===== config.mk =====
export PLATFORM = sky130hd
export DESIGN_NAME = sum_inverse_unit
export DESIGN_NICKNAME = d
export VERILOG_FILES = /design/src/rtl/sum_inverse_unit.sv
export SDC_FILE = /design/constraint.sdc
export NUM_CORES = 1
export LEC_CHECK = 0
export ABC_CLOCK_PERIOD_IN_PS = 2590
export BUFFER_PORTS_ARGS = -buffer_cell sky130_fd_sc_hd__clkbuf_2
export CELL_PAD_IN_SITES_DETAIL_PLACEMENT = 1
export CELL_PAD_IN_SITES_GLOBAL_PLACEMENT = 1
export CORE_MARGIN = 2
export CORE_UTILIZATION = 25
export CTS_BUF_LIST = sky130_fd_sc_hd__clkbuf_16
export CTS_CLUSTER_SIZE = 24
export DETAILED_ROUTE_END_ITERATION = 10
export PLACE_DENSITY_LB_ADDON = 0.1
export RECOVER_POWER = 100
export SLEW_MARGIN = 20
export SYNTH_ARGS = -nofsm -noshare
export SYNTH_HDL_FRONTEND = slang
export SYNTH_SLANG_ARGS = --single-unit

===== constraint.sdc =====
create_clock -name clk -period 2.59 [get_ports clk]
set_input_delay 0 -clock clk [delete_from_list [all_inputs] [get_ports clk]]
set_output_delay 0 -clock clk [all_outputs]
set_load 0.005 [all_outputs]

===== src/rtl/sum_inverse_unit.sv =====
// sum_inverse_unit: recovers the largest N with 1+2+...+N <= S by repeated
// subtraction of an incrementing counter from a remainder register. Also
// reports the leftover remainder, an exact-match flag and an overflow flag.
module sum_inverse_unit #(
  parameter int unsigned N_W = 8,
  parameter int unsigned S_W = 16
) (
  input  logic           clk,
  input  logic           rst,
  input  logic [N_W-1:0] inBus,
  input  logic           loadLo,
  input  logic           loadHi,
  input  logic           start,
  output logic           busy,
  output logic           done,
  output logic [N_W-1:0] nOut,
  output logic [S_W-1:0] remOut,
  output logic           exact,
  output logic           ovf
);

  typedef enum logic [1:0] {StIdle, StRun, StDone} state_e;

  // k reaching this value means N has hit the top of its range
  localparam logic [N_W:0]   KLimit = {1'b1, {N_W{1'b0}}};
  localparam logic [S_W-1:0] RemLim = {{(S_W-N_W-1){1'b0}}, 1'b1, {N_W{1'b0}}};

  state_e         state_q, state_d;
  logic [S_W-1:0] s_q;
  logic [S_W-1:0] rem_q;
  logic [N_W:0]   k_q;
  logic [S_W-1:0] k_ext;
  logic           run_end;
  logic           load_ok;

  assign k_ext   = {{(S_W-N_W-1){1'b0}}, k_q};
  assign run_end = (k_q > {1'b0, {N_W{1'b1}}}) || (rem_q < k_ext);
  assign load_ok = (state_q == StIdle) || (state_q == StDone);

  // State register
  always_ff @(posedge clk) begin
    if (rst) begin
      state_q <= StIdle;
    end else begin
      state_q <= state_d;
    end
  end

  // Next-state logic; start is only honoured outside RUN
  always_comb begin
    state_d = state_q;
    unique case (state_q)
      StIdle:  if (start) state_d = StRun;
      StRun:   if (run_end) state_d = StDone;
      StDone:  if (start) state_d = StRun;
      default: state_d = StIdle;
    endcase
  end

  // Status outputs decoded from state
  always_comb begin
    busy = 1'b0;
    done = 1'b0;
    unique case (state_q)
      StRun:   busy = 1'b1;
      StDone:  done = 1'b1;
      default: ;
    endcase
  end

  // Sum register: byte loads accepted only while not computing
  always_ff @(posedge clk) begin
    if (rst) begin
      s_q <= '0;
    end else if (load_ok) begin
      if (loadLo) s_q[N_W-1:0]   <= inBus;
      if (loadHi) s_q[S_W-1:N_W] <= inBus;
    end
  end

  // Datapath: remainder/counter iteration and result capture on RUN exit
  always_ff @(posedge clk) begin
    if (rst) begin
      rem_q  <= '0;
      k_q    <= '0;
      nOut   <= '0;
      remOut <= '0;
      exact  <= 1'b0;
      ovf    <= 1'b0;
    end else begin
      unique case (state_q)
        StIdle, StDone: begin
          if (start) begin
            // uses the pre-load S when a load lands in the same cycle
            rem_q <= s_q;
            k_q   <= {{N_W{1'b0}}, 1'b1};
          end
        end
        StRun: begin
          if (run_end) begin
            nOut   <= k_q[N_W-1:0] - {{(N_W-1){1'b0}}, 1'b1};
            remOut <= rem_q;
            exact  <= (rem_q == '0);
            ovf    <= (k_q == KLimit) && (rem_q >= RemLim);
          end else begin
            // never underflows: only reached when rem_q >= k
            rem_q <= rem_q - k_ext;
            k_q   <= k_q + {{N_W{1'b0}}, 1'b1};
          end
        end
        default: ;
      endcase
    end
  end

endmodule

# Yosys cells after proc, flatten, opt, wreduce, memory -nomap -nowiden
# Index checks and enable logic that the tools add are counted.
# W data, S select, Z words.
[totals] register_bits=69 latch_bits=0 ramBits=0 mem_bits_ro=0 inputBits=13 out_inout_bits=28 wordCells=44 n_memories=0
[op_classes] add_sub_neg=3 multipliers=0 n_div=0 magnitude_cmp=3 eq_ne=6 shift=0 muxes=11 n_bitwise=0 n_reduce_logical=12
[ops] op="$mux W16" count=2
[ops] op="$pmux W16 S2" count=1
[ops] op="$mux W9" count=2
[ops] op="$pmux W9 S2" count=1
[ops] op="$ge A16 B9 Y1 const B" count=1
[ops] op="$logic_not A16 Y1" count=1
[ops] op="$lt A16 B9 Y1" count=1
[ops] op="$sub A16 B9 Y16" count=1
[ops] op="$add A9 B1 Y9 const B" count=1
[ops] op="$eq A9 B9 Y1 const B" count=1
[ops] op="$gt A9 B8 Y1 const B" count=1
[ops] op="$reduce_and A2 Y1" count=4
[ops] op="$sub A8 B1 Y8 const B" count=1
[ops] op="$mux W2" count=2
[ops] op="$ne A2 B2 Y1 const B" count=2
[ops] op="$pmux W2 S2" count=1
[ops] op="$reduce_and A3 Y1" count=1
[ops] op="$eq A2 B1 Y1 const B" count=1
[ops] op="$eq A2 B2 Y1 const B" count=1
[ops] op="$logic_not A2 Y1" count=1
[ops] op="$logic_or A1 B1 Y1" count=2
[ops] op="$mux W1" count=2
[ops] op="$ne A2 B1 Y1 const B" count=1
[ops] op="$reduce_bool A2 Y1" count=1
[ops] op="other kinds (2)" count=2

# Depth between registers and ports, before layout
# Gate-level depths: netlist of the first run.
[logic_depth] ltp_word=4 depth_mapped=12

# Worst setup path after synthesis of the first run
# Ideal clock, no wire load.
[synth_timing] path_type="reg-to-reg" start="register k_q[0]" end="register remOut[10]" setup_time_ps=116 arrival_ps=2698 required_time_ps=2474 setup_slack_ps=-224 stages_incl_launch_ff=11 path_cell_list="dfxtp_1 ha_1 inv_1 fa_1 a21o_1 a311o_1 a221oi_4 a21o_1 buf_6 nand2_2 a31o_2"
[synth_between] elab_chain_cells=3 elab_cells_between_ends=4 cone_classes="2 x order compare; 2 x reduce/logical"
[synth_rtl] element="start: declaration" line="31" text="logic [N_W:0] k_q;"
[synth_rtl] element="start signal: assignment" line="96" text="k_q <= {{N_W{1'b0}}, 1'b1};"
[synth_rtl] element="start signal: assignment" line="108" text="k_q <= k_q + {{N_W{1'b0}}, 1'b1};"
[synth_rtl] element="$lt A16 B9 Y1 or $gt A9 B8 Y1 (tied branches)" line="37" text="assign run_end = (k_q > {1'b0, {N_W{1'b1}}}) || (rem_q < k_ext);"
[synth_rtl] element="$logic_or A1 B1 Y1 (*)" line="37"
[synth_rtl] element="$reduce_and A2 Y1 (no source line) (*)"
[synth_rtl] element="end signal: assignment" line="102" text="remOut <= rem_q;"
[synth_rtl] element="end: declaration" line="17" text="output logic [S_W-1:0] remOut,"
# Every way passes the cells marked *; elsewhere a longest branch is shown, timed or not.
# A chain may end at the register's enable or synchronous reset.

# Worst setup path after layout of the first run
[layout_timing] start="register k_q[0]" end="register remOut[12]"
# The elaborated chain is that of the path after synthesis.

==> results of run 1 <==
[stage by stage]
| step | util [%] | hold WS (ns) | cell area [um2] | setup TNS [ns] |
|---|---|---|---|---|
| 5_1_grt | 34.6 | 0.345 | 4820 | -5.23 |
| 3_5_place_dp | 30.5 | 0.263 | 4250 | -0.274 |
| 2_1_floorplan | - | 0.144 | 3600 | 0 |
| 6_report | 34.6 | 0.285 | 4820 | -0.263 |
| 4_1_cts | 33.3 | 0.244 | 4640 | -0.355 |
| 3_3_place_gp | 30.5 | 0.248 | 4250 | 0 |
[worst paths after layout]
| check | cells past startpoint | to | from | slack (ns) |
|---|---|---|---|---|
| setup / recovery | 9 | remOut[12] | k_q[0] | -0.03 |
| hold / removal | 2 | k_q[6] | rst | 0.28 |
| setup reg to reg | 9 | remOut[12] | k_q[0] | -0.03 |
| hold reg to reg | 2 | remOut[15] | remOut[15] | 0.48 |
[layer usage]
| metal | vias up | GRT usage [%] | routed length, um |
|---|---|---|---|
| met2 | 55 | 27.5 | 5570 |
| met3 | 17 | 3.43 | 355 |
| li1 | 1735 | - | - |
| met4 | 0 | 6.53 | 273 |
| met1 | 1700 | 22.7 | 6130 |
| met5 | - | 0 | 0 |
[cell usage after synthesis, types with 2 or more instances]
cell | count | area [um2]
sky130_fd_sc_hd__clkbuf_1 | 23 | 86.3
sky130_fd_sc_hd__nand2b_1 | 5 | 31.3
sky130_fd_sc_hd__a21o_1 | 6 | 45.0
sky130_fd_sc_hd__or3_1 | 2 | 12.5
sky130_fd_sc_hd__a211oi_1 | 10 | 75.1
sky130_fd_sc_hd__nor2_1 | 48 | 180
sky130_fd_sc_hd__nor2b_1 | 3 | 18.8
sky130_fd_sc_hd__o21ai_0 | 22 | 110
sky130_fd_sc_hd__a311oi_1 | 5 | 43.8
sky130_fd_sc_hd__nand2_1 | 38 | 143
sky130_fd_sc_hd__nor4_1 | 4 | 25.0
sky130_fd_sc_hd__and3_1 | 6 | 37.5
sky130_fd_sc_hd__a21oi_2 | 2 | 17.5
sky130_fd_sc_hd__o32ai_1 | 9 | 78.8
sky130_fd_sc_hd__nand3_1 | 22 | 110
sky130_fd_sc_hd__o211ai_1 | 4 | 30.0
sky130_fd_sc_hd__and2_1 | 4 | 25.0
sky130_fd_sc_hd__mux2i_1 | 17 | 170
sky130_fd_sc_hd__a32oi_1 | 2 | 17.5
sky130_fd_sc_hd__nor4b_1 | 2 | 17.5
sky130_fd_sc_hd__xnor2_1 | 11 | 96.3
sky130_fd_sc_hd__nand4_1 | 3 | 18.8
sky130_fd_sc_hd__inv_1 | 13 | 48.8
sky130_fd_sc_hd__buf_6 | 2 | 22.5
sky130_fd_sc_hd__dfxtp_1 | 69 | 1380
sky130_fd_sc_hd__a31oi_1 | 5 | 31.3
sky130_fd_sc_hd__ha_1 | 13 | 163
sky130_fd_sc_hd__o2111ai_1 | 2 | 17.5
sky130_fd_sc_hd__buf_2 | 5 | 25.0
sky130_fd_sc_hd__a31o_2 | 8 | 70.1
sky130_fd_sc_hd__nor3_1 | 14 | 70.1
sky130_fd_sc_hd__a21oi_1 | 40 | 200
[power by group through the flow]
stage	Clock (mW)	Sequential, mW	Combinational, mW
floorplan	0	1.43	2.18
global placement	0	1.47	3.50
detailed placement	0	1.47	3.51
CTS	1.31	1.45	3.54
global route	1.34	1.48	4.30
finish	1.26	1.46	3.89
[cell families after synthesis]
kind of cell	count (synthesis)	synth area share, %
xor+xnor	12	2.93
mux	17	4.74
flops	69	38.5
simple gates	154	19.8
compound gates	126	23.8
fa+ha+maj	14	5.09
buf+inv	44	5.19
[state kept, by name, summed over array words and instances, names as in the netlist]
signal and cells:
s_q 16, remOut 16, k_q 9, state_q 2, rem_q 16, exact 1
nOut 8, ovf 1
[layout make-up]
class	instances	area, um2
Sequential cell	69	1390
Clock buffer	9	225
Clock inverter	7	73.8
Timing Repair Buffer	95	666
Fill cell	1645	9110
Multi-Input combinational cell	323	2190
Tap cell	180	225
Inverter	14	52.6
[critical path: stages, from the launching register on]
cell,delay [ns]
sky130_fd_sc_hd__dfxtp_4,0.38
sky130_fd_sc_hd__ha_4,0.14
sky130_fd_sc_hd__inv_2,0.03
sky130_fd_sc_hd__fa_2,0.35
sky130_fd_sc_hd__a21o_1,0.20
sky130_fd_sc_hd__a311o_1,0.39
sky130_fd_sc_hd__a221oi_4,0.41
sky130_fd_sc_hd__a21o_4,0.23
sky130_fd_sc_hd__nand2_4,0.11
sky130_fd_sc_hd__a31o_2,0.27
[cells in the final DEF (no fill, tap or decap), types with 5 or more instances in the layout]
master / n
sky130_fd_sc_hd__clkbuf_1: 14
sky130_fd_sc_hd__xnor2_1: 11
sky130_fd_sc_hd__o32ai_1: 7
sky130_fd_sc_hd__nor2_1: 48
sky130_fd_sc_hd__nand2_1: 37
sky130_fd_sc_hd__a211oi_1: 7
sky130_fd_sc_hd__clkbuf_2: 28
sky130_fd_sc_hd__o21ai_0: 13
sky130_fd_sc_hd__nand3_1: 20
sky130_fd_sc_hd__inv_1: 11
sky130_fd_sc_hd__o21ai_1: 9
sky130_fd_sc_hd__ha_1: 12
sky130_fd_sc_hd__dfxtp_1: 66
sky130_fd_sc_hd__clkbuf_16: 9
sky130_fd_sc_hd__dlygate4sd3_1: 9
sky130_fd_sc_hd__a21o_1: 5
sky130_fd_sc_hd__buf_4: 38
sky130_fd_sc_hd__mux2i_1: 17
sky130_fd_sc_hd__nand2b_1: 5
sky130_fd_sc_hd__nor3_1: 11
sky130_fd_sc_hd__a21oi_1: 37
sky130_fd_sc_hd__a31o_2: 8
[what timing repair did]
| item | 4_1_cts | 5_1_grt |
|---|---|---|
| gates resized for setup | 0 | 50 |
| hold endpoints to repair | 17 | 0 |
| endpoints found under the setup margin | 9 | 52 |
| pin swaps | 0 | 27 |
| setup buffers | 0 | 5 |
| hold buffers | 9 | 0 |
==> report_table.html, run 1 <==
<table>
<tr><th>Metric</th><th>Value</th></tr>
<tr><th colspan="2">Power</th></tr>
<tr><td>Part of the power in registers</td><td>22.1%</td></tr>
<tr><td>Overall power of the completed layout</td><td>6.60 mW</td></tr>
<tr><td>Switching power</td><td>2.95 mW</td></tr>
<tr><td>Proportion of power drawn by the clock network</td><td>19.1%</td></tr>
<tr><td>Switching power as a share of total power</td><td>44.6%</td></tr>
<tr><td>Proportion of power drawn by combinational gates</td><td>58.8%</td></tr>
<tr><td>Leakage power figure</td><td>~1.9 nW</td></tr>
<tr><td>Internal power contribution</td><td>3.66 mW</td></tr>
<tr><td>Power density of the placed cells</td><td>1370 nW/um2</td></tr>
<tr><td>Maximum ir drop on the vdd rail</td><td>~0.62 mV</td></tr>
<tr><th colspan="2">STA</th></tr>
<tr><td>Final count of pins violating max slew</td><td>0</td></tr>
<tr><td>Setup repair after global routing missed its margin</td><td>yes</td></tr>
<tr><td>Max Fclk</td><td>0.382 GHz</td></tr>
<tr><td>Minimum clock period after layout</td><td>2.62 ns</td></tr>
<tr><td>Slew HR</td><td>55.4%</td></tr>
<tr><td>Final Hold Fails</td><td>0</td></tr>
<tr><td>Final critical-path share of the clock period</td><td>101%</td></tr>
<tr><td>Clk_skew</td><td>0.00746 ns</td></tr>
<tr><td>Smallest setup slack after layout</td><td>-0.0300 ns</td></tr>
<tr><td>Endpoints failing setup</td><td>13</td></tr>
<tr><td>Slew at the pin with the worst max-slew slack</td><td>0.669 ns</td></tr>
<tr><th colspan="2">Die</th></tr>
<tr><td>Standard cell core area</td><td>13900 um2</td></tr>
<tr><td>Initial Util</td><td>25.8%</td></tr>
<tr><td>Number of cell rows</td><td>43</td></tr>
<tr><td>Die height</td><td>124 um</td></tr>
<tr><td>Horiz. Die Dim</td><td>124 um</td></tr>
<tr><td>Total die area</td><td>15300 um2</td></tr>
<tr><td>Top Ports</td><td>41</td></tr>
<tr><th colspan="2">Final layout</th></tr>
<tr><td>Share of post-route cells with drive strength above 1</td><td>25.3%</td></tr>
<tr><td>Synthesis-to-finish area growth</td><td>34.2%</td></tr>
<tr><td>Post-layout instance count excluding filler cells</td><td>about 700</td></tr>
<tr><td># nets final</td><td>539</td></tr>
<tr><td>Ant. Diodes</td><td>0</td></tr>
<tr><th colspan="2">Placed design</th></tr>
<tr><td>IO Port Bufs</td><td>40</td></tr>
<tr><td>Minimum setup slack after placement</td><td>-0.0362 ns</td></tr>
<tr><td>HPWL after detailed placement</td><td>8.87 mm</td></tr>
<tr><td>Dpl cells</td><td>667</td></tr>
<tr><td>Global placement routability congestion</td><td>0.863</td></tr>
<tr><th colspan="2">CTS</th></tr>
<tr><td>TritonCTS Buffers</td><td>9</td></tr>
<tr><td>TritonCTS clock tree</td><td>built</td></tr>
<tr><td>H-tree depth</td><td>3</td></tr>
<tr><td>Clock Latency Late Sink</td><td>0.35 ns</td></tr>
<tr><td>CTS sink cnt</td><td>69</td></tr>
<tr><td>Worst-path clk slew</td><td>0.06 ns</td></tr>
<tr><td>Clk root buf</td><td>sky130_fd_sc_hd__clkbuf_16</td></tr>
<tr><td>Max clock buf depth</td><td>2</td></tr>
<tr><th colspan="2">Setup path</th></tr>
<tr><td>Worst EP arrival</td><td>~2.9 ns</td></tr>
<tr><td>Crit path max fanout</td><td>9</td></tr>
<tr><td>Critical path startpoint category</td><td>flip-flop</td></tr>
<tr><td>Data required time at the worst endpoint</td><td>2.83 ns</td></tr>
<tr><td>Crit path kind</td><td>flip-flop to flip-flop</td></tr>
<tr><td>Endpoint type of the worst setup path</td><td>flip-flop</td></tr>
<tr><th colspan="2">GRT</th></tr>
<tr><td>Global-route wire length before repair</td><td>19.6 mm</td></tr>
<tr><td>Residual overflow from global routing</td><td>0</td></tr>
<tr><td>Total routing usage reported by global routing</td><td>17.2%</td></tr>
<tr><td>Initial antenna violation count</td><td>0</td></tr>
<tr><td>Vias in the first global route</td><td>3587</td></tr>
<tr><td>Maximum number of pins on one net before global-route repair</td><td>43</td></tr>
<tr><th colspan="2">Synth</th></tr>
<tr><td>Net count of the mapped netlist</td><td>463</td></tr>
<tr><td>Gate Count Post-Synth</td><td>436</td></tr>
<tr><td>Post-Syn Area</td><td>about 3600 um2</td></tr>
<tr><td>Synth Warn #</td><td>0</td></tr>
<tr><td>Post-synth EDFFs</td><td>0</td></tr>
<tr><td>Most common flop cell mapped by yosys</td><td>sky130_fd_sc_hd__dfxtp_1</td></tr>
<tr><td>Number of register bits inferred by synthesis</td><td>69</td></tr>
<tr><td>Post-synth cell types</td><td>49</td></tr>
<tr><td>Post-synthesis area per instance</td><td>8.24 um2</td></tr>
<tr><td>Share of synthesized flip-flops with an asynchronous set or reset</td><td>0%</td></tr>
<tr><td>Fraction of the yosys area taken by sequential cells</td><td>38.5%</td></tr>
<tr><th colspan="2">Status</th></tr>
<tr><td>Run status</td><td>finished with violations</td></tr>
<tr><td>Failing checks</td><td>setup timing</td></tr>
<tr><th colspan="2">Drt</th></tr>
<tr><td>Post-detailed-route via-to-cell ratio</td><td>5.03</td></tr>
<tr><td>Aggregate routed wire length</td><td>~12 mm</td></tr>
<tr><td># DRC</td><td>0</td></tr>
<tr><td>Via Count</td><td>3507</td></tr>
<tr><td>WL per Instance</td><td>17.7 um</td></tr>
<tr><td>Drt initial violations</td><td>119</td></tr>
<tr><td>Total iterations of the first detailed-routing run</td><td>4</td></tr>
<tr><td>Antenna violation net count after detailed routing</td><td>0</td></tr>
<tr><th colspan="2">Worst hold path</th></tr>
<tr><td>Class of the tightest hold or removal check</td><td>primary input to flip-flop</td></tr>
<tr><th colspan="2">Flow run</th></tr>
<tr><td>Number of max-cap violations</td><td>0</td></tr>
</table>
Power figures use the tool's default switching activity.
==> inputs of run 2 (changes only) <==
--- a/config.mk
+++ b/config.mk
@@ -10,13 +10,12 @@
 export CELL_PAD_IN_SITES_DETAIL_PLACEMENT = 1
 export CELL_PAD_IN_SITES_GLOBAL_PLACEMENT = 1
 export CORE_MARGIN = 2
-export CORE_UTILIZATION = 25
+export CORE_UTILIZATION = 39
 export CTS_BUF_LIST = sky130_fd_sc_hd__clkbuf_16
 export CTS_CLUSTER_SIZE = 24
 export DETAILED_ROUTE_END_ITERATION = 10
 export PLACE_DENSITY_LB_ADDON = 0.1
 export RECOVER_POWER = 100
-export SLEW_MARGIN = 20
 export SYNTH_ARGS = -nofsm -noshare
 export SYNTH_HDL_FRONTEND = slang
 export SYNTH_SLANG_ARGS = --single-unit
==> run 2 against run 1 <==
Effect of this change:
- the flow now finishes without violations
- register-to-register slack improved by 0.12 ns
- highest routed layer unchanged
- critical path type unchanged
- via count decreased by 0.94%
- critical endpoint is now remOut[14]
- cell area fell by 4.8%
==> report_table.html, run 2 (synthesized netlist as in run 1, its figures left out) <==
<table>
<tr><th>Metric</th><th>Value</th></tr>
<tr><th colspan="2">CTS</th></tr>
<tr><td>Max clock buf depth</td><td>2 (unchanged)</td></tr>
<tr><td>Clock Latency Late Sink</td><td>0.33 ns (-0.02 ns)</td></tr>
<tr><td>TritonCTS Buffers</td><td>9 (unchanged)</td></tr>
<tr><td>Clk root buf</td><td>sky130_fd_sc_hd__clkbuf_16</td></tr>
<tr><td>TritonCTS clock tree</td><td>built</td></tr>
<tr><td>Worst-path clk slew</td><td>0.06 ns (about the same)</td></tr>
<tr><td>H-tree depth</td><td>3 (unchanged)</td></tr>
<tr><td>CTS sink cnt</td><td>69 (unchanged)</td></tr>
<tr><th colspan="2">Final layout</th></tr>
<tr><td>Post-layout instance count excluding filler cells</td><td>619 (-11%)</td></tr>
<tr><td>Final core utilization</td><td>50.6% (+16 points)</td></tr>
<tr><td>Flip-flop and latch area</td><td>1390 um2 (unchanged)</td></tr>
<tr><td>Share of post-route cells with drive strength above 1</td><td>24.0% (-1.3 points)</td></tr>
<tr><td>Most common cell after layout, fill and taps aside</td><td>sky130_fd_sc_hd__dfxtp_1</td></tr>
<tr><td>Total area of multi-input combinational cells</td><td>2140 um2 (-2.5%)</td></tr>
<tr><td>Ant. Diodes</td><td>0 (unchanged)</td></tr>
<tr><td>Layout filler cell count</td><td>1107 (-33%)</td></tr>
<tr><td>Registers with the most flip-flops</td><td>remOut x16, rem_q x16, s_q x16</td></tr>
<tr><td># nets final</td><td>530 (-1.7%)</td></tr>
<tr><td>Synthesis-to-finish area growth</td><td>27.8%</td></tr>
<tr><td>Most frequent cells in the layout</td><td>sky130_fd_sc_hd__dfxtp_1 (66), sky130_fd_sc_hd__nor2_1 (48), sky130_fd_sc_hd__nand2_1 (38)</td></tr>
<tr><th colspan="2">Setup path</th></tr>
<tr><td>Combined buffer and inverter count along the critical path</td><td>2 (+1)</td></tr>
<tr><td>Critical path's top delay family</td><td>compound AO/OA/AOI/OAI gates</td></tr>
<tr><td>Number of cells on the critical path</td><td>10 (+1)</td></tr>
<tr><td>Worst EP arrival</td><td>2.73 ns (-0.13 ns)</td></tr>
<tr><td>Top cell by count, worst path</td><td>sky130_fd_sc_hd__inv_2</td></tr>
<tr><td>R2r worst-path depth</td><td>10 (+1)</td></tr>
<tr><td>Startpoint of the worst setup timing path</td><td>rem_q[0]</td></tr>
<tr><td>Crit path max fanout</td><td>4 (-5)</td></tr>
<tr><td>Cell with the biggest individual delay on the critical path</td><td>sky130_fd_sc_hd__a221oi_4</td></tr>
<tr><td>Crit-path cells</td><td>inv_2, ha_4, inv_2, fa_2, a21o_1, a311o_1, a221oi_4, a21o_4, nand2_2, a31o_2</td></tr>
<tr><td>Endpoint type of the worst setup path</td><td>flip-flop</td></tr>
<tr><td>Critical path startpoint category</td><td>flip-flop</td></tr>
<tr><td>Max stage delay on crit path</td><td>0.40 ns (about the same)</td></tr>
<tr><td>Critical path capture point</td><td>remOut[14]</td></tr>
<tr><td>Destination of the worst register-to-register timing path</td><td>remOut[14]</td></tr>
<tr><td>Reg-to-Reg Start</td><td>rem_q[0]</td></tr>
<tr><td>Data required time at the worst endpoint</td><td>2.81 ns (-0.02 ns)</td></tr>
<tr><td>Register-to-Register Setup Slack</td><td>0.09 ns (+0.12 ns)</td></tr>
<tr><td>Crit path kind</td><td>flip-flop to flip-flop</td></tr>
<tr><th colspan="2">Die</th></tr>
<tr><td>Initial Util</td><td>39.6% (+14 points)</td></tr>
<tr><td>Horiz. Die Dim</td><td>100 um (-19%)</td></tr>
<tr><td>Total die area</td><td>9990 um2 (-35%)</td></tr>
<tr><td>Standard cell core area</td><td>9060 um2 (-35%)</td></tr>
<tr><td>Number of cell rows</td><td>35 (-19%)</td></tr>
<tr><td>Top Ports</td><td>41 (unchanged)</td></tr>
<tr><td>Die height</td><td>100 um (-19%)</td></tr>
<tr><th colspan="2">Drt</th></tr>
<tr><td>Aggregate routed wire length</td><td>11.3 mm (-8.0%)</td></tr>
<tr><td>Post-detailed-route via-to-cell ratio</td><td>5.61 (+12%)</td></tr>
<tr><td>Antenna violation net count after detailed routing</td><td>0 (unchanged)</td></tr>
<tr><td>Drt initial violations</td><td>186 (+56%)</td></tr>
<tr><td>Total iterations of the first detailed-routing run</td><td>4 (unchanged)</td></tr>
<tr><td># DRC</td><td>0 (unchanged)</td></tr>
<tr><td>WL per Instance</td><td>18.3 um (+3.6%)</td></tr>
<tr><td>Via Count</td><td>3474 (-0.94%)</td></tr>
<tr><th colspan="2">Power</th></tr>
<tr><td>Internal power contribution</td><td>3.49 mW (-4.5%)</td></tr>
<tr><td>Maximum ir drop on the vdd rail</td><td>0.665 mV (+7.7%)</td></tr>
<tr><td>Leakage power figure</td><td>1.84 nW (-2.6%)</td></tr>
<tr><td>Proportion of power drawn by combinational gates</td><td>57.8% (-1.0 points)</td></tr>
<tr><td>Switching power as a share of total power</td><td>44.6% (-0.056 points)</td></tr>
<tr><td>Power density of the placed cells</td><td>1370 nW/um2 (+0.22%)</td></tr>
<tr><td>Part of the power in registers</td><td>23.0% (+0.9 points)</td></tr>
<tr><td>Proportion of power drawn by the clock network</td><td>19.2% (about the same)</td></tr>
<tr><td>Switching power</td><td>2.81 mW (-4.7%)</td></tr>
<tr><th colspan="2">STA</th></tr>
<tr><td>Final Hold Fails</td><td>0 (unchanged)</td></tr>
<tr><td>Slew HR</td><td>59.0% (+3.6 points)</td></tr>
<tr><td>Final critical-path share of the clock period</td><td>96.7% (-4.5 points)</td></tr>
<tr><td>Setup repair after global routing missed its margin</td><td>yes</td></tr>
<tr><td>Endpoints failing setup</td><td>0 (-13)</td></tr>
<tr><td>Sum of negative setup slack</td><td>0 ns (+0.263 ns)</td></tr>
<tr><td>Minimum clock period after layout</td><td>2.50 ns (-0.116 ns)</td></tr>
<tr><td>Smallest setup slack after layout</td><td>0.0855 ns (+0.116 ns)</td></tr>
<tr><td>Max Fclk</td><td>0.399 GHz (+4.6%)</td></tr>
<tr><td>Final count of pins violating max slew</td><td>0 (unchanged)</td></tr>
<tr><td>Clk_skew</td><td>0.00725 ns (-0.000207 ns)</td></tr>
<tr><td>Slew at the pin with the worst max-slew slack</td><td>0.616 ns (-0.0536 ns)</td></tr>
<tr><th colspan="2">GRT</th></tr>
<tr><td>Initial antenna violation count</td><td>0 (unchanged)</td></tr>
<tr><td>Residual overflow from global routing</td><td>0 (unchanged)</td></tr>
<tr><td>Total routing usage reported by global routing</td><td>24.2% (+7.1 points)</td></tr>
<tr><td>Vias in the first global route</td><td>3560 (-0.75%)</td></tr>
<tr><td>Maximum number of pins on one net before global-route repair</td><td>43 (unchanged)</td></tr>
<tr><td>Global-route wire length before repair</td><td>18.8 mm (-4.3%)</td></tr>
<tr><th colspan="2">Status</th></tr>
<tr><td>Run status</td><td>completed</td></tr>
<tr><th colspan="2">Placed design</th></tr>
<tr><td>HPWL after detailed placement</td><td>7.93 mm (-11%)</td></tr>
<tr><td>Minimum setup slack after placement</td><td>-0.0284 ns (+0.00779 ns)</td></tr>
<tr><td>IO Port Bufs</td><td>40 (unchanged)</td></tr>
<tr><td>Global placement routability congestion</td><td>0.882 (+2.2%)</td></tr>
<tr><td>Dpl cells</td><td>589 (-12%)</td></tr>
<tr><th colspan="2">Flow run</th></tr>
<tr><td>Number of max-cap violations</td><td>0 (unchanged)</td></tr>
<tr><th colspan="2">Worst hold path</th></tr>
<tr><td>Class of the tightest hold or removal check</td><td>primary input to flip-flop</td></tr>
<tr><td>Hold path startpoint</td><td>rst</td></tr>
</table>
run 2: cell types whose count changed in the layout (fill, tap and decap cells not counted), sizes merged:
cell / previous run / this run
buf: 44 / 34
inv: 15 / 13
clkinv: 4 / 5
clkinvlp: 1 / 2
nand2: 39 / 40
run 2: per-layer routing:
metal | track usage [%] | vias to the layer above | part of all wire, %
li1 | - | 1719 | -
met1 | 31.8 | 1692 | 47
met2 | 41.3 | 49 | 49
met3 | 4.18 | 14 | 2.7
met4 | 6.43 | 0 | 1.5
met5 | 0 | - | 0
run 2: power by group through the flow:
stage / combinational, mW / sequential [mW] / clock, mW
floorplan: 2.18 / 1.43 / 0
global placement: 3.14 / 1.46 / 0
detailed placement: 3.22 / 1.46 / 0
CTS: 3.45 / 1.45 / 1.24
global route: 4.01 / 1.47 / 1.28
finish: 3.64 / 1.45 / 1.21
run 2: through the flow:
stage	power (mW)	cell area, um2	hold WS (ns)
detailed placement	4.68	4060	0.261
CTS	6.13	4520	0.232
finish	6.30	4590	0.240
global placement	4.60	4060	0.249
floorplan	3.61	3600	0.144
global route	6.77	4590	0.268
run 2: worst min path at each step:
| stage | endpoint | slack (ns) | cells past startpoint |
|---|---|---|---|
| global route | nOut[7] | 0.27 | 2 |
| floorplan | s_q[0] | 0.14 | 2 |
| detailed placement | s_q[3] | 0.26 | 3 |
| CTS | nOut[7] | 0.23 | 2 |
| finish | nOut[7] | 0.24 | 2 |
| global placement | s_q[6] | 0.25 | 3 |
run 2: what timing repair did:
action                     4_1_cts  5_1_grt
setup buffers                    3        1
hold endpoints to repair        17        0
hold buffers                     9        0
setup endpoints to repair       11       51
gates cloned                     1        0
pin swaps                       14        8
resized for setup               14       31
run 2: cell type report:
type,instances,share of cell area [%]
Multi-Input combinational cell,324,46.6
Sequential cell,69,30.2
Timing Repair Buffer,85,12.7
Clock buffer,9,4.91
Tap cell,111,3.03
Clock inverter,7,1.44
Inverter,14,1.15
==> inputs of run 3 (changes only) <==
--- a/config.mk
+++ b/config.mk
@@ -5,12 +5,12 @@
 export SDC_FILE = /design/constraint.sdc
 export NUM_CORES = 1
 export LEC_CHECK = 0
-export ABC_CLOCK_PERIOD_IN_PS = 2590
+export ABC_CLOCK_PERIOD_IN_PS = 2800
 export BUFFER_PORTS_ARGS = -buffer_cell sky130_fd_sc_hd__clkbuf_2
 export CELL_PAD_IN_SITES_DETAIL_PLACEMENT = 1
 export CELL_PAD_IN_SITES_GLOBAL_PLACEMENT = 1
 export CORE_MARGIN = 2
-export CORE_UTILIZATION = 39
+export CORE_UTILIZATION = 44
 export CTS_BUF_LIST = sky130_fd_sc_hd__clkbuf_16
 export CTS_CLUSTER_SIZE = 24
 export DETAILED_ROUTE_END_ITERATION = 10
==> constraint.sdc (replaced) <==
create_clock -name clk -period 2.8 [get_ports clk]
set_input_delay 0 -clock clk [delete_from_list [all_inputs] [get_ports clk]]
set_output_delay 0 -clock clk [all_outputs]
set_load 0.005 [all_outputs]
==> run 3 against run 2 <==
Effect of this change:
- clock power is essentially flat
- highest routed layer unchanged
- critical endpoint is now ovf
- via count rose by 1.3%
- combinational power decreased by 20%
- total power is 13% lower
==> report_table.html, run 3 (synthesized netlist as in run 1, its figures left out) <==
<table>
<tr><th>Metric</th><th>Value</th></tr>
<tr><th colspan="2">Status</th></tr>
<tr><td>Run status</td><td>completed</td></tr>
<tr><th colspan="2">GRT</th></tr>
<tr><td>Global-route wire length before repair</td><td>18.2 mm (-2.8%)</td></tr>
<tr><td>Initial antenna violation count</td><td>0 (unchanged)</td></tr>
<tr><td>Residual overflow from global routing</td><td>0 (unchanged)</td></tr>
<tr><td>Vias in the first global route</td><td>3576 (+0.45%)</td></tr>
<tr><td>Total routing usage reported by global routing</td><td>26.5% (+2.3 points)</td></tr>
<tr><td>Maximum number of pins on one net before global-route repair</td><td>63 (+47%)</td></tr>
<tr><th colspan="2">Placed design</th></tr>
<tr><td>Dpl cells</td><td>567 (-3.7%)</td></tr>
<tr><td>HPWL after detailed placement</td><td>7.42 mm (-6.4%)</td></tr>
<tr><td>IO Port Bufs</td><td>40 (unchanged)</td></tr>
<tr><td>Minimum setup slack after placement</td><td>0.0766 ns (+0.105 ns)</td></tr>
<tr><td>Global placement routability congestion</td><td>0.893 (+1.2%)</td></tr>
<tr><th colspan="2">CTS</th></tr>
<tr><td>CTS sink cnt</td><td>69 (unchanged)</td></tr>
<tr><td>Clock Latency Late Sink</td><td>0.33 ns (about the same)</td></tr>
<tr><td>Clk root buf</td><td>sky130_fd_sc_hd__clkbuf_16</td></tr>
<tr><td>TritonCTS clock tree</td><td>built</td></tr>
<tr><td>TritonCTS Buffers</td><td>9 (unchanged)</td></tr>
<tr><td>H-tree depth</td><td>3 (unchanged)</td></tr>
<tr><td>Max clock buf depth</td><td>2 (unchanged)</td></tr>
<tr><td>Worst-path clk slew</td><td>0.06 ns (about the same)</td></tr>
<tr><th colspan="2">Setup path</th></tr>
<tr><td>Worst EP arrival</td><td>2.87 ns (+0.14 ns)</td></tr>
<tr><td>Crit path kind</td><td>flip-flop to flip-flop</td></tr>
<tr><td>Top cell by count, worst path</td><td>sky130_fd_sc_hd__a21o_1</td></tr>
<tr><td>Reg-to-Reg Start</td><td>rem_q[0]</td></tr>
<tr><td>Max stage delay on crit path</td><td>0.37 ns (-0.03 ns)</td></tr>
<tr><td>Critical path's top delay family</td><td>compound AO/OA/AOI/OAI gates</td></tr>
<tr><td>Combined buffer and inverter count along the critical path</td><td>2 (unchanged)</td></tr>
<tr><td>Cell with the biggest individual delay on the critical path</td><td>sky130_fd_sc_hd__fa_2</td></tr>
<tr><td>Crit path max fanout</td><td>9 (+5)</td></tr>
<tr><td>Crit-path cells</td><td>inv_2, ha_1, inv_1, fa_2, a21o_1, a311o_1, a221oi_4, a21o_1, nand2_2, a31o_2</td></tr>
<tr><td>Data required time at the worst endpoint</td><td>3.02 ns (+0.21 ns)</td></tr>
<tr><td>Startpoint of the worst setup timing path</td><td>rem_q[0]</td></tr>
<tr><td>Critical path startpoint category</td><td>flip-flop</td></tr>
<tr><td>Endpoint type of the worst setup path</td><td>flip-flop</td></tr>
<tr><th colspan="2">Power</th></tr>
<tr><td>Maximum ir drop on the vdd rail</td><td>0.630 mV (-5.3%)</td></tr>
<tr><td>Overall power of the completed layout</td><td>5.47 mW (-13%)</td></tr>
<tr><td>Leakage power figure</td><td>1.72 nW (-6.1%)</td></tr>
<tr><td>Power density of the placed cells</td><td>1260 nW/um2 (-8.3%)</td></tr>
<tr><th colspan="2">Final layout</th></tr>
<tr><td>Total area of multi-input combinational cells</td><td>2030 um2 (-4.8%)</td></tr>
<tr><td># nets final</td><td>513 (-3.2%)</td></tr>
<tr><td>Share of post-route cells with drive strength above 1</td><td>16.7% (-7.3 points)</td></tr>
<tr><td>Registers with the most flip-flops</td><td>remOut x16, rem_q x16, s_q x16</td></tr>
<tr><td>Synthesis-to-finish area growth</td><td>21.0%</td></tr>
<tr><td>Ant. Diodes</td><td>0 (unchanged)</td></tr>
<tr><td>Most frequent cells in the layout</td><td>sky130_fd_sc_hd__dfxtp_1 (67), sky130_fd_sc_hd__nor2_1 (48), sky130_fd_sc_hd__a21oi_1 (40)</td></tr>
<tr><td>Most common cell after layout, fill and taps aside</td><td>sky130_fd_sc_hd__dfxtp_1</td></tr>
<tr><td>Post-layout instance count excluding filler cells</td><td>593 (-4.2%)</td></tr>
<tr><td>Layout filler cell count</td><td>946 (-15%)</td></tr>
<tr><td>Flip-flop and latch area</td><td>1380 um2 (-0.27%)</td></tr>
<tr><th colspan="2">STA</th></tr>
<tr><td>Final count of pins violating max slew</td><td>0 (unchanged)</td></tr>
<tr><td>Sum of negative setup slack</td><td>0 ns (unchanged)</td></tr>
<tr><td>Setup repair after global routing missed its margin</td><td>no</td></tr>
<tr><td>Slew at the pin with the worst max-slew slack</td><td>0.989 ns (+0.374 ns)</td></tr>
<tr><td>Minimum clock period after layout</td><td>2.65 ns (+0.142 ns)</td></tr>
<tr><td>Clk_skew</td><td>0.00533 ns (-0.00192 ns)</td></tr>
<tr><td>Final critical-path share of the clock period</td><td>94.5% (-2.2 points)</td></tr>
<tr><td>Final Hold Fails</td><td>0 (unchanged)</td></tr>
<tr><td>Smallest setup slack after layout</td><td>0.153 ns (+0.0676 ns)</td></tr>
<tr><td>Max Fclk</td><td>0.378 GHz (-5.4%)</td></tr>
<tr><td>Endpoints failing setup</td><td>0 (unchanged)</td></tr>
<tr><td>Slew HR</td><td>33.9% (-25 points)</td></tr>
<tr><td>Worst slack on hold paths</td><td>0.212 ns (-0.0277 ns)</td></tr>
<tr><th colspan="2">Die</th></tr>
<tr><td>Initial Util</td><td>46.0% (+6.4 points)</td></tr>
<tr><td>Die height</td><td>94.4 um (-5.6%)</td></tr>
<tr><td>Top Ports</td><td>41 (unchanged)</td></tr>
<tr><td>Horiz. Die Dim</td><td>94.4 um (-5.6%)</td></tr>
<tr><td>Standard cell core area</td><td>7810 um2 (-14%)</td></tr>
<tr><td>Total die area</td><td>8900 um2 (-11%)</td></tr>
<tr><td>Number of cell rows</td><td>32 (-8.6%)</td></tr>
<tr><th colspan="2">Drt</th></tr>
<tr><td>Post-detailed-route via-to-cell ratio</td><td>5.93 (+5.7%)</td></tr>
<tr><td>Drt initial violations</td><td>169 (-9.1%)</td></tr>
<tr><td>Total iterations of the first detailed-routing run</td><td>4 (unchanged)</td></tr>
<tr><td>WL per Instance</td><td>18.6 um (+1.5%)</td></tr>
<tr><td>Via Count</td><td>3519 (+1.3%)</td></tr>
<tr><td>Antenna violation net count after detailed routing</td><td>0 (unchanged)</td></tr>
<tr><td>Aggregate routed wire length</td><td>11.0 mm (-2.7%)</td></tr>
<tr><td># DRC</td><td>0 (unchanged)</td></tr>
<tr><th colspan="2">Worst hold path</th></tr>
<tr><td>Class of the tightest hold or removal check</td><td>primary input to flip-flop</td></tr>
<tr><td>Hold path startpoint</td><td>rst</td></tr>
<tr><th colspan="2">Flow run</th></tr>
<tr><td>Number of max-cap violations</td><td>0 (unchanged)</td></tr>
</table>
-- run 3: cell count changes in the layout (fill, tap and decap cells not counted), sizes merged --
cell	before	now
buf	34	20
bufinv	1	2
clkinvlp	2	1
clkbuf	51	49
nand2	40	39
inv	13	14
clkinv	5	4
-- run 3: routing by layer --
metal  part of all wire (%)  vias up  wire, um  global-route usage [%]
met5                      0        -         0                       0
met4                    2.8        0       306                    12.0
met3                    4.2       25       467                    3.67
met2                     50       80      5480                    45.4
met1                     43     1731      4780                    33.2
li1                       -     1683         -                       -
-- run 3: per-stage QoR --
step | util, % | cell area [um2]
CTS | 55.6 | 4340
finish | 55.7 | 4350
global route | 55.7 | 4350
global placement | 50.3 | 3930
floorplan | - | 3590
detailed placement | 50.3 | 3930
-- run 3: report_power, final --
part / switching (mW) / total [mW] / internal (mW)
combinational: 1.80 / 2.90 / 1.10
clock: 0.454 / 1.24 / 0.784
sequential: 0.163 / 1.34 / 1.18
total: 2.41 / 5.47 / 3.06
-- run 3: final timing paths --
path | depth (start not counted) | endpoint | slack, ns
worst min register to register | 2 | remOut[7] | 0.48
worst max register to register | 10 | ovf | 0.15
worst min-delay path | 5 | rem_q[8] | 0.21
worst max-delay path | 10 | ovf | 0.15
-- run 3: what timing repair did --
action / in CTS / in global routing
resized for setup: 0 / 10
setup buffers: 0 / 1
setup endpoints to repair: 0 / 49
endpoints found under the hold margin: 17 / 0
hold buffers: 9 / 0
-- run 3: worst register-to-register path: stages, from the launching register on --
cell	delay, ns
sky130_fd_sc_hd__dfxtp_1	0.33
sky130_fd_sc_hd__inv_2	0.07
sky130_fd_sc_hd__ha_1	0.15
sky130_fd_sc_hd__inv_1	0.06
sky130_fd_sc_hd__fa_2	0.37
sky130_fd_sc_hd__a21o_1	0.19
sky130_fd_sc_hd__a311o_1	0.30
sky130_fd_sc_hd__a221oi_4	0.35
sky130_fd_sc_hd__a21o_1	0.24
sky130_fd_sc_hd__nand2_2	0.17
sky130_fd_sc_hd__a31o_2	0.31
-- run 3: final cells by class --
type                            count  area share (%)
Clock buffer                        9            5.18
Clock inverter                      7            2.27
Inverter                           14            1.21
Multi-Input combinational cell    323            46.8
Sequential cell                    69            31.8
Tap cell                          102            2.94
Timing Repair Buffer               69            9.78
